--- config.mk ---
export PLATFORM = sky130hd
export DESIGN_NAME = pulse_period_monitor
export DESIGN_NICKNAME = d
export VERILOG_FILES = /design/src/rtl/pulse_period_monitor.sv
export SDC_FILE = /design/constraint.sdc
export NUM_CORES = 1
export LEC_CHECK = 0
export ABC_CLOCK_PERIOD_IN_PS = 1750
export BUFFER_PORTS_ARGS = -buffer_cell sky130_fd_sc_hd__buf_4
export CAP_MARGIN = 40
export CORE_MARGIN = 2
export CORE_UTILIZATION = 50
export DETAILED_ROUTE_END_ITERATION = 12
export PLACE_DENSITY = 0.75
export SETUP_SLACK_MARGIN = 0.2
export SYNTH_ARGS = -nofsm -noshare
export SYNTH_HDL_FRONTEND = slang
export SYNTH_SLANG_ARGS = --single-unit
--- constraint.sdc ---
create_clock -name CLK -period 1.75 [get_ports CLK]
set_input_delay 0.35 -clock CLK [delete_from_list [all_inputs] [get_ports CLK]]
set_output_delay 0.35 -clock CLK [all_outputs]
set_load 0.1 [all_outputs]
--- src/rtl/pulse_period_monitor.sv ---
// Purpose: checks a periodic one-cycle pulse train; measures intervals, declares lock, flags early/late pulses.
// Latency: all outputs registered, updated on the edge that samples the triggering PIN/counter condition.
// Backpressure: none; PIN is sampled every cycle and cannot be stalled. Optional macro: PULSE_MON_ERR_CNT_EN.
module pulse_period_monitor #(
  parameter int PERIOD = 256,
  parameter int TOL    = 2,
  parameter int LOCK_N = 4,
  parameter int CNT_W  = 10
) (
  input  logic             CLK,
  input  logic             RN,
  input  logic             PIN,
  input  logic             CLR,
  output logic             LOCK,
  output logic [CNT_W-1:0] IVAL,
  output logic             IVAL_VLD,
  output logic             ERR_EARLY,
  output logic             ERR_LATE,
  output logic [7:0]       ERR_CNT
);

  localparam logic [CNT_W-1:0] LO_C   = CNT_W'(PERIOD - TOL);
  localparam logic [CNT_W-1:0] HI_C   = CNT_W'(PERIOD + TOL);
  localparam logic [3:0]       LOCK_C = 4'(LOCK_N);

  typedef enum logic [1:0] {
    SEARCH  = 2'd0,
    ACQUIRE = 2'd1,
    LOCKED  = 2'd2
  } state_t;

  state_t           state;
  logic [CNT_W-1:0] cnt;
  logic [3:0]       good_run;

  logic       ref_ok;
  logic       is_early;
  logic       is_late;
  logic [3:0] run_inc;

  // A reference pulse exists outside SEARCH; early/late only make sense against it.
  assign ref_ok   = (state != SEARCH);
  assign is_early = ref_ok & PIN & (cnt < LO_C);
  assign is_late  = ref_ok & ~PIN & (cnt == HI_C);
  // Good-run count saturates at LOCK_N so it never wraps while locked.
  assign run_inc  = (good_run == LOCK_C) ? good_run : good_run + 4'd1;

  // Interval FSM: counter, good-run tracking, lock and measurement/error strobes.
  always_ff @(posedge CLK or negedge RN) begin
    if (!RN) begin
      state     <= SEARCH;
      cnt       <= '0;
      good_run  <= '0;
      LOCK      <= 1'b0;
      IVAL      <= '0;
      IVAL_VLD  <= 1'b0;
      ERR_EARLY <= 1'b0;
      ERR_LATE  <= 1'b0;
    end else begin
      IVAL_VLD  <= 1'b0;
      ERR_EARLY <= 1'b0;
      ERR_LATE  <= 1'b0;
      case (state)
        SEARCH: begin
          // First pulse only establishes the reference; nothing is measured.
          if (PIN) begin
            cnt   <= CNT_W'(1);
            state <= ACQUIRE;
          end
        end
        default: begin
          if (PIN) begin
            cnt      <= CNT_W'(1);
            IVAL     <= cnt;
            IVAL_VLD <= 1'b1;
            if (is_early) begin
              // Early pulse restarts acquisition using itself as the new reference.
              ERR_EARLY <= 1'b1;
              good_run  <= '0;
              state     <= ACQUIRE;
              LOCK      <= 1'b0;
            end else begin
              good_run <= run_inc;
              if (run_inc == LOCK_C) begin
                state <= LOCKED;
                LOCK  <= 1'b1;
              end
            end
          end else if (is_late) begin
            // Window closed without a pulse: drop the reference entirely.
            ERR_LATE <= 1'b1;
            good_run <= '0;
            cnt      <= '0;
            state    <= SEARCH;
            LOCK     <= 1'b0;
          end else begin
            cnt <= cnt + 1'b1;
          end
        end
      endcase
    end
  end

`ifdef PULSE_MON_ERR_CNT_EN
  logic err_hit;
  assign err_hit = is_early | is_late;

  // Saturating error count; a clear that coincides with an error leaves exactly that error counted.
  always_ff @(posedge CLK or negedge RN) begin
    if (!RN) begin
      ERR_CNT <= '0;
    end else if (CLR) begin
      ERR_CNT <= err_hit ? 8'd1 : 8'd0;
    end else if (err_hit && (ERR_CNT != 8'hFF)) begin
      ERR_CNT <= ERR_CNT + 8'd1;
    end
  end
`else
  logic unused_clr;
  assign unused_clr = CLR;
  assign ERR_CNT    = '0;
`endif

endmodule

==> results of run 1 <==
## cell families after synthesis
family	count (synthesis)	synth area share
and+or+nand+nor	76	0.2426
DFF	30	0.4666
xor gates and xnor gates	2	0.01089
other	1	0.002331
buffers and inverters	20	0.06688
AOI/OAI and AO/OA	36	0.1796
adders and majority gates	4	0.03111
## stage by stage
step                hold WS, ns    util
global route             0.2903  0.6701
floorplan               0.05441       -
global placement         0.2945  0.5869
detailed placement       0.2994  0.5869
finish                   0.2898  0.6701
CTS                      0.2785  0.6590
## power breakdown
part / leakage, uW / switching, uW / internal, uW
Clock: 0.0000446 / 240 / 274
Combinational: 0.000558 / 248 / 58.6
Sequential: 0.000394 / 11.7 / 714
Total: 0.000997 / 500 / 1050
## synthesized netlist by cell type, types with 2 or more instances
cell / count / area [um2]
nand2_1: 33 / 123.9
dfrtp_1: 30 / 750.7
nand3_1: 10 / 50.05
nor2_1: 9 / 33.78
buf_4: 8 / 60.06
inv_1: 7 / 26.28
a21oi_1: 6 / 30.03
o21ai_0: 5 / 25.02
ha_1: 4 / 50.05
or3_1: 4 / 25.02
nor3_1: 3 / 15.01
nor4_1: 3 / 18.77
a211o_1: 2 / 17.52
a31o_2: 2 / 17.52
and3_1: 2 / 12.51
buf_2: 2 / 10.01
clkbuf_1: 2 / 7.510
o21ai_1: 2 / 10.01
o21bai_1: 2 / 15.01
o22a_1: 2 / 17.52
o31ai_1: 2 / 15.01
## flip-flops by register name, indices dropped and copies added (netlist names)
name and cells:
good_run 4, LOCK 1, ERR_LATE 1, cnt 10, IVAL 10, state 2, IVAL_VLD 1, ERR_EARLY 1
## final cells by class
cell class / instances / area, um2
flip-flops and latches: 30 / 755.7
clock buffers: 8 / 78.83
well taps: 44 / 55.05
repair buffers: 39 / 295.3
fillers: 244 / 1007
multi-input cells: 126 / 830.8
inverters: 8 / 30.03
## cell usage in the layout, fill, tap and decap left out, types with 4 or more instances in the layout
cell type / instances
a21oi_1: 6
buf_4: 38
clkbuf_4: 5
conb_1: 8
dfrtp_1: 26
dfrtp_2: 4
inv_1: 4
inv_2: 4
nand2_1: 32
nand3_1: 10
nor2_1: 9
o21ai_0: 5
or3_1: 4
## worst register-to-register path: stages, from the launching register on
cell and delay [ns]:
dfrtp_1 0.40, inv_2 0.06, ha_1 0.13, and4bb_2 0.28, and3_4 0.23, o21ai_4 0.09
a221o_1 0.32
## path summary, 6_finish.rpt
| kind | from | to | slack (ns) | cells after the start |
|---|---|---|---|---|
| max | cnt[0]$_DFFE_PN0N_ | good_run[3]$_DFFE_PN0P_ | 0.14 | 6 |
| min | PIN | cnt[7]$_DFFE_PN0N_ | 0.29 | 2 |
| max reg2reg | cnt[0]$_DFFE_PN0N_ | good_run[3]$_DFFE_PN0P_ | 0.14 | 6 |
| min reg2reg | IVAL[7]$_DFFE_PN0P_ | IVAL[7]$_DFFE_PN0P_ | 0.48 | 2 |
| max in group asynchronous | RN | cnt[3]$_DFFE_PN0N_ | 0.96 | 2 |
| min in group asynchronous | RN | IVAL_VLD$_DFF_PN0_ | 0.48 | 2 |
## layer usage
layer | vias to the layer above | share of wire
met3 | 7 | 0.055
met2 | 52 | 0.47
met5 | - | 0
li1 | 671 | -
met1 | 654 | 0.46
met4 | 0 | 0.015
## timing repair
| item | CTS | global route |
|---|---|---|
| pin swaps | 4 | 3 |
| hold buffers | 1 | 0 |
| gates resized for setup | 8 | 3 |
| cloned | 0 | 0 |
| endpoints found under the hold margin | 30 | 0 |
| setup buffers | 14 | 3 |
| setup endpoints to repair | 7 | 14 |
==> results.toml, run 1 <==
[finish]
syn2layout_area_growth_pct = 27.14
drive_gt1_frac = 0.3365
nets = 218
antenna_cells = 0
final_cell_count_no_fill = 255
stdcell_area_um2 = 2046

[place]
io_buffers = 16
placed_area_um2 = 1792
finalWeightedCongestion = 0.9286
dp_cells = 229
hpwl_mm = 2.383
place_ws_ns = 0.05828

[clock_tree]
cts.sinks = 30
cts_max_path_buffers = 2
numCtsBuffers = 5
cts-root-buf = "clkbuf_4"
clock_latency_ns = 0.32
cts_tree = "yes"
path_clk_slew_ns = 0.10
htree_num_levels = 2

[die]
die_h_um = 60.73
die_x_um = 60.73
coreArea_um2 = 3053
std_cell_rows = 20
initial_utilization = 0.5270
pin_count = 26
die-area_um2 = 3688

[routing]
drc = 0
drtIter0Drc = 87
vias_per_cell = 5.427
routedWlPerCell_um = 13.95
firstDrtPassIters = 4
ant_nets = 0
routed_wl_mm = 3.556
vias = 1384

[sta]
rsz0062_at_grt = "true"
finalHoldViolCount = 0
clock_skew_ns = 0.003576
slew_headroom = 0.5920
setup_viol = 0
fmax_mhz = 622.6
period_minus_slack_ns = 1.606
drv_slew = 0
tightest_slew_ns = 0.6107
period_share = 0.9178
setup-tns-final_ns = 0
layout_setup_ws_ns = 0.1438

[setup_path]
crit_slowest_cell = "dfrtp_1"
end_kind = "flip-flop"
crit_family = "simple AND/OR/NAND/NOR gates"
crit_type = "reg -> reg"
arrival_ns = 1.82
cp_max_fo = 5
required_ns = 1.96
cpPeakStageDelay_ns = 0.40
crit_chain = "inv_2, ha_1, and4bb_2, and3_4, o21ai_4, a221o_1"
critPathLaunchType = "flip-flop"
cp_num_buf_inv = 1

[logic_synthesis]
syn_area_um2 = 1609
synth_cells = 169
yosysWarnings = 0
async_reset_ff_frac = 1.000
yosys.cell_types.count = 50
ys_seq_area_frac = 0.4666
synth_seq_cells = 30
synth_ff_type = "dfrtp_1"
syn_area_per_cell_um2 = 9.521
synth_edf_count = 0

[global_route]
antenna_found_initial = 0
grt_start_max_net_pins = 31
grt_overflow = 0
use_met3 = 0.04904
grt_pass1_wl_mm = 5.713
globalRouteMet2Util = 0.3272
grt_pass1_vias = 1271
grt_use_total = 0.2116
top_usage_layer = "met2"
use_met1 = 0.2890

[job]
drv_cap = 0

[pwr]
power.density_nw_per_um2 = 756.3
p_leak_uw = 0.0009966
total_power_uw = 1547
ir_drop_v = 0.0003894

[worst_hold_path]
hold_path_class = "in -> reg"

[outcome]
status = "complete, no violations"
Note: power is estimated with default switching activity, not from simulation.
==> run 2, diff against run 1 <==
--- a/config.mk
+++ b/config.mk
@@ -8,6 +8,7 @@
 export ABC_CLOCK_PERIOD_IN_PS = 1750
 export BUFFER_PORTS_ARGS = -buffer_cell sky130_fd_sc_hd__buf_4
 export CAP_MARGIN = 40
+export CORE_ASPECT_RATIO = 0.8
 export CORE_MARGIN = 2
 export CORE_UTILIZATION = 50
 export DETAILED_ROUTE_END_ITERATION = 12
==> run 2 against run 1 <==
Compared with the run above:
- fmax is 3.3% lower
- register-to-register slack got worse by 0.06 ns
- non-clock buffer count rose by 7
- utilization grew 2.3 points
- largest power group unchanged
- combinational power rose by 8.8%
- critical endpoint unchanged
- total power is 5.5% higher
- flip-flop and latch count stayed put
- largest cell class unchanged
- clock skew increased by 0.00084 ns
- clock power up 10%
- sequential share of layout area is 1.7 points lower
- worst setup slack worse by 0.055 ns
- cell area increased by 4.5%
==> results.toml, run 2 (synthesis gave the netlist of run 1 again) <==
[place]
dp_cells = 230
io_buffers = 16
hpwl_mm = 2.499
finalWeightedCongestion = 0.8701

[sta]
drv_slew = 0
fmax_mhz = 601.9
clock_skew_ns = 0.004419
hold_ws_ns = 0.3514
setup-tns-final_ns = 0
period_minus_slack_ns = 1.661
finalHoldViolCount = 0
period_share = 0.9494
rsz0062_at_grt = "true"
setup_viol = 0

[finish]
final_cell_count_no_fill = 258
drive_gt1_frac = 0.3578
reg_top3 = "IVAL (10), cnt (10), good_run (4)"
syn2layout_area_growth_pct = 32.89
antenna_cells = 0
nets = 225
layout_commonest_cell = "buf_4"
layout_common_cells = "buf_4 (44), nand2_1 (33), dfrtp_1 (27), nand3_1 (10), nor2_1 (9)"

[global_route]
grt_pass1_wl_mm = 5.892
grt_start_max_net_pins = 31
grt_pass1_vias = 1324
antenna_found_initial = 0
grt_use_total = 0.2271
grt_overflow = 0

[job]
drv_cap = 0

[pwr]
ir_drop_v = 0.0005364
p_leak_uw = 0.001040
p_comb_frac = 0.204
power_switching_uw = 526.0
power.density_nw_per_um2 = 763.4
p_seq_frac = 0.448
total_power_uw = 1632
sw_frac_of_total = 0.3222
p_int_uw = 1106
p_clk_frac = 0.349

[worst_hold_path]
hold_depth = 2
hold_path_class = "in -> reg"

[routing]
drc = 0
routed_wl_mm = 3.956
ant_nets = 0
vias_per_cell = 5.845
firstDrtPassIters = 5
drtIter0Drc = 93
routedWlPerCell_um = 15.33
vias = 1508

[die]
std_cell_rows = 18
pin_count = 26
initial_utilization = 0.5215
die-area_um2 = 3691
die_x_um = 67.43
die_h_um = 54.74
coreArea_um2 = 3085

[outcome]
status = "complete, no violations"

[setup_path]
path_depth = 6
rr_worst_depth = 6
end_kind = "flip-flop"
crit_chain = "inv_2, ha_4, and4bb_2, and3_4, o21ai_4, a221o_1"
required_ns = 1.91
cpPeakStageDelay_ns = 0.39
crit_family = "simple AND/OR/NAND/NOR gates"
crit_slowest_cell = "dfrtp_1"
arrival_ns = 1.82
cp_max_fo = 5
critPathLaunchType = "flip-flop"
cp_num_buf_inv = 1
crit_type = "reg -> reg"

[clock_tree]
path_clk_slew_ns = 0.06
numCtsBuffers = 5
cts.sinks = 30
clock_latency_ns = 0.28
cts-root-buf = "clkbuf_8"
htree_num_levels = 2
cts_max_path_buffers = 2
cts_tree = "yes"
run 2: changes by cell type in the layout (fill, tap and decap cells not counted), moves of 2 or more:
| cell | delta |
|---|---|
| ha_1 | -3 |
| clkbuf_4 | -5 |
| buf_4 | +6 |
| ha_2 | +2 |
| clkbuf_8 | +3 |
run 2: timing repair:
item | 4_1_cts | 5_1_grt
hold buffers | 1 | 0
setup buffers | 15 | 4
endpoints found under the hold margin | 30 | 0
resized for setup | 8 | 8
setup endpoints to repair | 7 | 24
pin swaps | 4 | 5
run 2: per-layer routing:
metal  wire length [um]  GRT usage
met5                  0          0
met4                 84     0.1020
met3                296    0.05761
met2               1892     0.3762
met1               1682     0.2835
run 2: through the flow:
| step | cell area [um2] | utilization | worst slack [ns] |
|---|---|---|---|
| global placement | 1824 | 0.5912 | 0.1290 |
| floorplan | 1657 | - | 0.1868 |
| global route | 2138 | 0.6930 | 0.04190 |
| detailed placement | 1824 | 0.5912 | 0.05896 |
| finish | 2138 | 0.6930 | 0.08857 |
| CTS | 2066 | 0.6695 | 0.1466 |
run 2: power by group through the flow:
| stage | logic (uW) | clock network, uW | registers, uW |
|---|---|---|---|
| 2_1_floorplan | 141 | 0 | 838 |
| 3_3_place_gp | 293 | 0 | 740 |
| 3_5_place_dp | 295 | 0 | 742 |
| 4_1_cts | 310 | 576 | 727 |
| 5_1_grt | 351 | 606 | 732 |
| 6_report | 333 | 569 | 731 |
run 2: area by class of cell:
cell class              instances  area, um2
clock buffers                   7      86.33
clock inverters                 1      5.005
fillers                       214      947.2
inverters                       8      30.03
multi-input cells             126      860.8
flip-flops and latches         30      754.5
well taps                      40      50.05
repair buffers                 46      351.6
run 2: worst paths after layout:
kind | startpoint | end | slack [ns]
setup / recovery | cnt[0]$_DFFE_PN0N_ | good_run[3]$_DFFE_PN0P_ | 0.09
hold / removal | PIN | cnt[7]$_DFFE_PN0N_ | 0.35
setup reg to reg | cnt[0]$_DFFE_PN0N_ | good_run[3]$_DFFE_PN0P_ | 0.09
hold reg to reg | IVAL[4]$_DFFE_PN0P_ | IVAL[4]$_DFFE_PN0P_ | 0.48
max in group asynchronous | RN | cnt[1]$_DFFE_PN0N_ | 0.93
min in group asynchronous | RN | cnt[5]$_DFFE_PN0N_ | 0.53
run 2: worst register-to-register path, stage by stage (launching register included):
cell,delay [ns]
dfrtp_1,0.39
inv_2,0.08
ha_4,0.12
and4bb_2,0.30
and3_4,0.22
o21ai_4,0.08
a221o_1,0.36
